==> src/rtl/piso_serializer_8_if.sv <==
// Word-side handshake and serial-side bus of piso_serializer_8.
// The master drives words and the bit-rate enable; the slave is the serializer.
interface piso_serializer_8_if;
   logic [7:0] in_data;
   logic       in_valid;
   logic       in_ready;
   logic       ser_en;
   logic       ser_out;
   logic       ser_valid;
   logic [2:0] sel;
   logic       frame_start;
   logic       frame_done;
   logic       busy;

   modport master (
      output in_data, in_valid, ser_en,
      input  in_ready, ser_out, ser_valid, sel, frame_start, frame_done, busy
   );

   modport slave (
      input  in_data, in_valid, ser_en,
      output in_ready, ser_out, ser_valid, sel, frame_start, frame_done, busy
   );
endinterface

==> src/rtl/piso_serializer_8.sv <==
// Parallel-in/serial-out front end: one active word plus one buffered word,
// a 3-bit counter driving an 8:1 bit select, gap-free framed output.
module piso_serializer_8 #(
   parameter bit LSB_FIRST = 1'b1
) (
   input logic                 clk,
   input logic                 rst,
   piso_serializer_8_if.slave  bus
);

   typedef enum logic [0:0] {StIdle, StShift} state_e;

   state_e     state_q;
   logic [2:0] cnt_q;
   logic [7:0] cur_q;
   logic [7:0] hold_q;
   logic       hold_full_q;

   logic       shifting;
   logic       accept;
   logic       last_bit;

   assign shifting = (state_q == StShift);
   assign accept   = bus.in_valid && !hold_full_q;
   assign last_bit = shifting && bus.ser_en && (cnt_q == 3'd7);

   always_ff @(posedge clk or posedge rst) begin
      if (rst) begin
         state_q     <= StIdle;
         cnt_q       <= 3'd0;
         cur_q       <= 8'd0;
         hold_q      <= 8'd0;
         hold_full_q <= 1'b0;
      end else begin
         case (state_q)
            StIdle: begin
               if (accept) begin
                  cur_q   <= bus.in_data;
                  cnt_q   <= 3'd0;
                  state_q <= StShift;
               end
            end
            StShift: begin
               if (last_bit) begin
                  cnt_q <= 3'd0;
                  // Buffered word wins over a new input; in_ready is low then anyway.
                  if (hold_full_q) begin
                     cur_q       <= hold_q;
                     hold_full_q <= 1'b0;
                  end else if (accept) begin
                     cur_q <= bus.in_data;
                  end else begin
                     state_q <= StIdle;
                  end
               end else begin
                  if (bus.ser_en) begin
                     cnt_q <= cnt_q + 3'd1;
                  end
                  if (accept) begin
                     hold_q      <= bus.in_data;
                     hold_full_q <= 1'b1;
                  end
               end
            end
            default: state_q <= StIdle;
         endcase
      end
   end

   assign bus.in_ready    = !hold_full_q;
   assign bus.sel         = LSB_FIRST ? cnt_q : (3'd7 - cnt_q);
   assign bus.ser_out     = shifting ? cur_q[bus.sel] : 1'b0;
   assign bus.ser_valid   = shifting;
   assign bus.frame_start = shifting && (cnt_q == 3'd0);
   assign bus.frame_done  = last_bit;
   assign bus.busy        = shifting || hold_full_q;

endmodule

==> src/flat_wrapper.sv <==
// flat-port wrapper written by rule: the top's interface ports become plain ports
module piso_serializer_8_flat 
#(
   parameter bit LSB_FIRST = 1'b1
)
  (clk, rst, bus_in_data, bus_in_valid, bus_ser_en, bus_in_ready, bus_ser_out, bus_ser_valid, bus_sel, bus_frame_start, bus_frame_done, bus_busy);
  piso_serializer_8_if bus_i ();
  input logic clk;
  input logic rst;
  input wire logic [$bits(bus_i.in_data)-1:0] bus_in_data;
  input wire logic [$bits(bus_i.in_valid)-1:0] bus_in_valid;
  input wire logic [$bits(bus_i.ser_en)-1:0] bus_ser_en;
  output wire logic [$bits(bus_i.in_ready)-1:0] bus_in_ready;
  output wire logic [$bits(bus_i.ser_out)-1:0] bus_ser_out;
  output wire logic [$bits(bus_i.ser_valid)-1:0] bus_ser_valid;
  output wire logic [$bits(bus_i.sel)-1:0] bus_sel;
  output wire logic [$bits(bus_i.frame_start)-1:0] bus_frame_start;
  output wire logic [$bits(bus_i.frame_done)-1:0] bus_frame_done;
  output wire logic [$bits(bus_i.busy)-1:0] bus_busy;
  assign bus_i.in_data = bus_in_data;
  assign bus_i.in_valid = bus_in_valid;
  assign bus_i.ser_en = bus_ser_en;
  assign bus_in_ready = bus_i.in_ready;
  assign bus_ser_out = bus_i.ser_out;
  assign bus_ser_valid = bus_i.ser_valid;
  assign bus_sel = bus_i.sel;
  assign bus_frame_start = bus_i.frame_start;
  assign bus_frame_done = bus_i.frame_done;
  assign bus_busy = bus_i.busy;
  piso_serializer_8 #(.LSB_FIRST(LSB_FIRST)) u_core (.clk(clk), .rst(rst), .bus(bus_i));
endmodule
==> config.mk <==
export PLATFORM = sky130hd
export DESIGN_NAME = piso_serializer_8_flat
export DESIGN_NICKNAME = d
export VERILOG_FILES = /design/src/rtl/piso_serializer_8_if.sv /design/src/rtl/piso_serializer_8.sv /design/src/flat_wrapper.sv
export SDC_FILE = /design/constraint.sdc
export NUM_CORES = 1
export LEC_CHECK = 0
export BUFFER_PORTS_ARGS = -buffer_cell sky130_fd_sc_hd__clkbuf_2
export CAP_MARGIN = 20
export CORE_MARGIN = 2
export CORE_UTILIZATION = 33
export DETAILED_ROUTE_END_ITERATION = 12
export HOLD_SLACK_MARGIN = 0.03
export SLEW_MARGIN = 20
export SYNTH_ARGS = -nofsm -noshare
export SYNTH_HDL_FRONTEND = slang
export SYNTH_SLANG_ARGS = --single-unit
==> constraint.sdc <==
create_clock -name clk -period 2.41 [get_ports clk]
set_input_delay 0.3615 -clock clk [delete_from_list [all_inputs] [get_ports clk]]
set_output_delay 0.3615 -clock clk [all_outputs]
set_load 0.02 [all_outputs]
==> reports/metrics.csv <==
metric,value,unit
outcome,"finished, final reports clean",
synth_nets,97,
grt_use_total,13.48,%
path_clk_slew,0.12,ns
ios,21,
die_w,60.50,microns
r2r_setup_slack,0.36,ns
drv_slew,0,
synth_seq_area_share,49.88,%
required,2.61,ns
rsz0062_at_grt,no,
numCtsBuffers,3,
ant_nets,0,
via_per_inst,4.912,
tns,0,ns
finalWorstSetupSlack,0.3645,ns
dr.max_layer_used,met4,
n_antenna_cell,0,
syn_area,0.001054,sq mm
synth_xor_area_share,0,%
cts_tree,yes,
hold_class,in2async,
tightest_slew,0.7918,ns
maxCapViolCount,0,
fin_hold_ws,0.1642,ns
synth_top_family_by_area,compound AO/OA/AOI/OAI gates,
ys_seq_elements,21,
syn_inst,82,
die_area,0.003660,sq mm
drc,0,
max_freq,488.9,MHz
grt_pass1_wl,3.560,mm
synth.distinct_cells,26,
synth_enable_flop_cells,0,
startpoint_type,register,
place_ws,0.3627,ns
r2r_end,u_core.hold_q[7]$_DFFE_PP0P_,
drtPass1Iterations,4,
clock_path_buffers,2,
synth.area.mux_share,15.68,%
yosys.area_share.adder,3.563,%
p_leak,0.6075,nW
initial_core_util,34.51,%
arrival,2.24,ns
timing.rr.start,u_core.bus.sel[0]$_DFFE_PP0P_,
gp_congestion,0.9054,
synth-simple-area-share,7.601,%
rows,20,
hpwl,1.572,mm
clock_skew,0.006117,ns
period_needed,2.045,ns
grt_pass1_vias,736,
cts_hold_buf,0,
wl_met1,1.042,mm
grt_antenna_before_repair,0,
setup_viol,0,
clock_latency,0.30,ns
drive_above_1_share,36.89,%
synth-compound-area-share,19.12,%
drtIter0Drc,42,
die_h,60.50,microns
synth_warnings,0,
port_buffers,20,
num_vias,722,
period_share,84.87,%
powerDensity,1218,mW/mm^2
grt.overflow.total,0,
area_growth,15.68,%
dr_wl_met2,970,microns
ir_worst_vdd,221.1,uV
wl_per_cell,14.41,microns
core,0.003053,sq mm
synthFlopType,dfrtp_1,
post-cts-setup-buffer-count,0,
slew_headroom,47.15,%
route.met3.wl,43,microns
worstSetupPathType,reg2reg,
grt_max_degree,22,
ff2ff_path_depth,5,
htree_levels,1,
power,0.001484,W
crit_path_end_kind,register,
nets,119,
hold_viol,0,
cp_max_fo,9,
clkSinkCount,21,
async_reset_ff_share,100.0,%
wirelength,2.118,mm
post_cts_resized,0,
syn_area_per_cell,12.85,sq um
cts_root_buf,clkbuf_4,
-- state kept, by name, summed over array words and instances, names as in the netlist --
register and cells:
u_core.cur_q 8, u_core.hold_full_q 1, u_core.bus.sel 3, u_core.hold_q 8
u_core.bus.ser_valid 1
-- cell type report --
class                           count  area (sq um)
Tap cell                           44         55.05
Timing Repair Buffer               21         107.6
Fill cell                         313          1834
Clock buffer                        3         22.52
Sequential cell                    21         525.5
Inverter                            5         18.77
Multi-Input combinational cell     52         484.2
Clock inverter                      1         5.005
-- where the power goes --
| part | switching [W] | internal (W) | total [W] | leakage (nW) |
|---|---|---|---|---|
| Combinational | 0.000309 | 0.000361 | 0.000670 | 0.346 |
| Sequential | 0.000126 | 0.000518 | 0.000644 | 0.244 |
| Clock | 0.000109 | 0.0000618 | 0.000171 | 0.0177 |
| Total | 0.000544 | 0.000940 | 0.00148 | 0.607 |
-- worst max path at each step --
stage	from	end	slack (ns)	depth (start not counted)
2_1_floorplan	u_core.bus.sel[0]$_DFFE_PP0P_	u_core.hold_q[0]$_DFFE_PP0P_	0.49	6
3_3_place_gp	u_core.bus.sel[0]$_DFFE_PP0P_	u_core.hold_q[2]$_DFFE_PP0P_	0.43	5
3_5_place_dp	u_core.bus.sel[0]$_DFFE_PP0P_	u_core.hold_q[3]$_DFFE_PP0P_	0.36	5
4_1_cts	u_core.bus.sel[0]$_DFFE_PP0P_	u_core.hold_q[7]$_DFFE_PP0P_	0.35	5
5_1_grt	u_core.bus.sel[0]$_DFFE_PP0P_	u_core.hold_q[7]$_DFFE_PP0P_	0.25	5
6_report	u_core.bus.sel[0]$_DFFE_PP0P_	u_core.hold_q[7]$_DFFE_PP0P_	0.36	5
-- per-layer routing --
layer	GRT usage [%]	vias up
met5	0	-
met4	8.075	0
met3	2.772	6
met2	18.79	14
met1	19.25	351
li1	-	351
-- cell usage in the layout (no fill, tap or decap), types with 2 or more instances in the layout --
master     synthesis  layout
a2bb2oi_1          7       7
mux2_4             8       8
ha_1               3       3
o22ai_1            8       8
nand2_1            5       5
dfrtp_1           21      21
clkbuf_4           0       3
mux4_2             2       2
o21ai_0            4       4
inv_1              5       5
and3b_1            2       2
clkbuf_2           0      20
-- synth_stat cells, types with 2 or more instances --
cell | instances | share of area, %
inv_1 | 5 | 1.8
mux2_4 | 8 | 11
ha_1 | 3 | 3.6
a2bb2oi_1 | 7 | 5.8
and3b_1 | 2 | 1.7
nand2_1 | 5 | 1.8
mux4_2 | 2 | 4.3
o22ai_1 | 8 | 4.8
buf_2 | 2 | 0.95
o21ai_0 | 4 | 1.9
dfrtp_1 | 21 | 50
-- through the flow --
stage / utilization, % / instances / area (sq um)
floorplan: - / 82 / 1054
CTS: 39.92 / 147 / 1219
global placement: 39.02 / 143 / 1191
detailed placement: 39.02 / 143 / 1191
global route: 39.92 / 147 / 1219
finish: 39.92 / 147 / 1219
-- worst max-delay path: stages, from the launching register on --
cell     delay (ns)
dfrtp_1        0.49
ha_1           0.24
ha_1           0.23
a21bo_1        0.19
or2_1          0.42
mux2_4         0.37
-- cells by family after synthesis --
family | count (synthesis)
adder cells (fa/ha/maj) | 3
AO/OA/AOI/OAI | 26
AND/OR/NAND/NOR | 13
buffers and inverters | 9
flip-flops | 21
multiplexers | 10
Note: power is estimated with default switching activity, not from simulation.
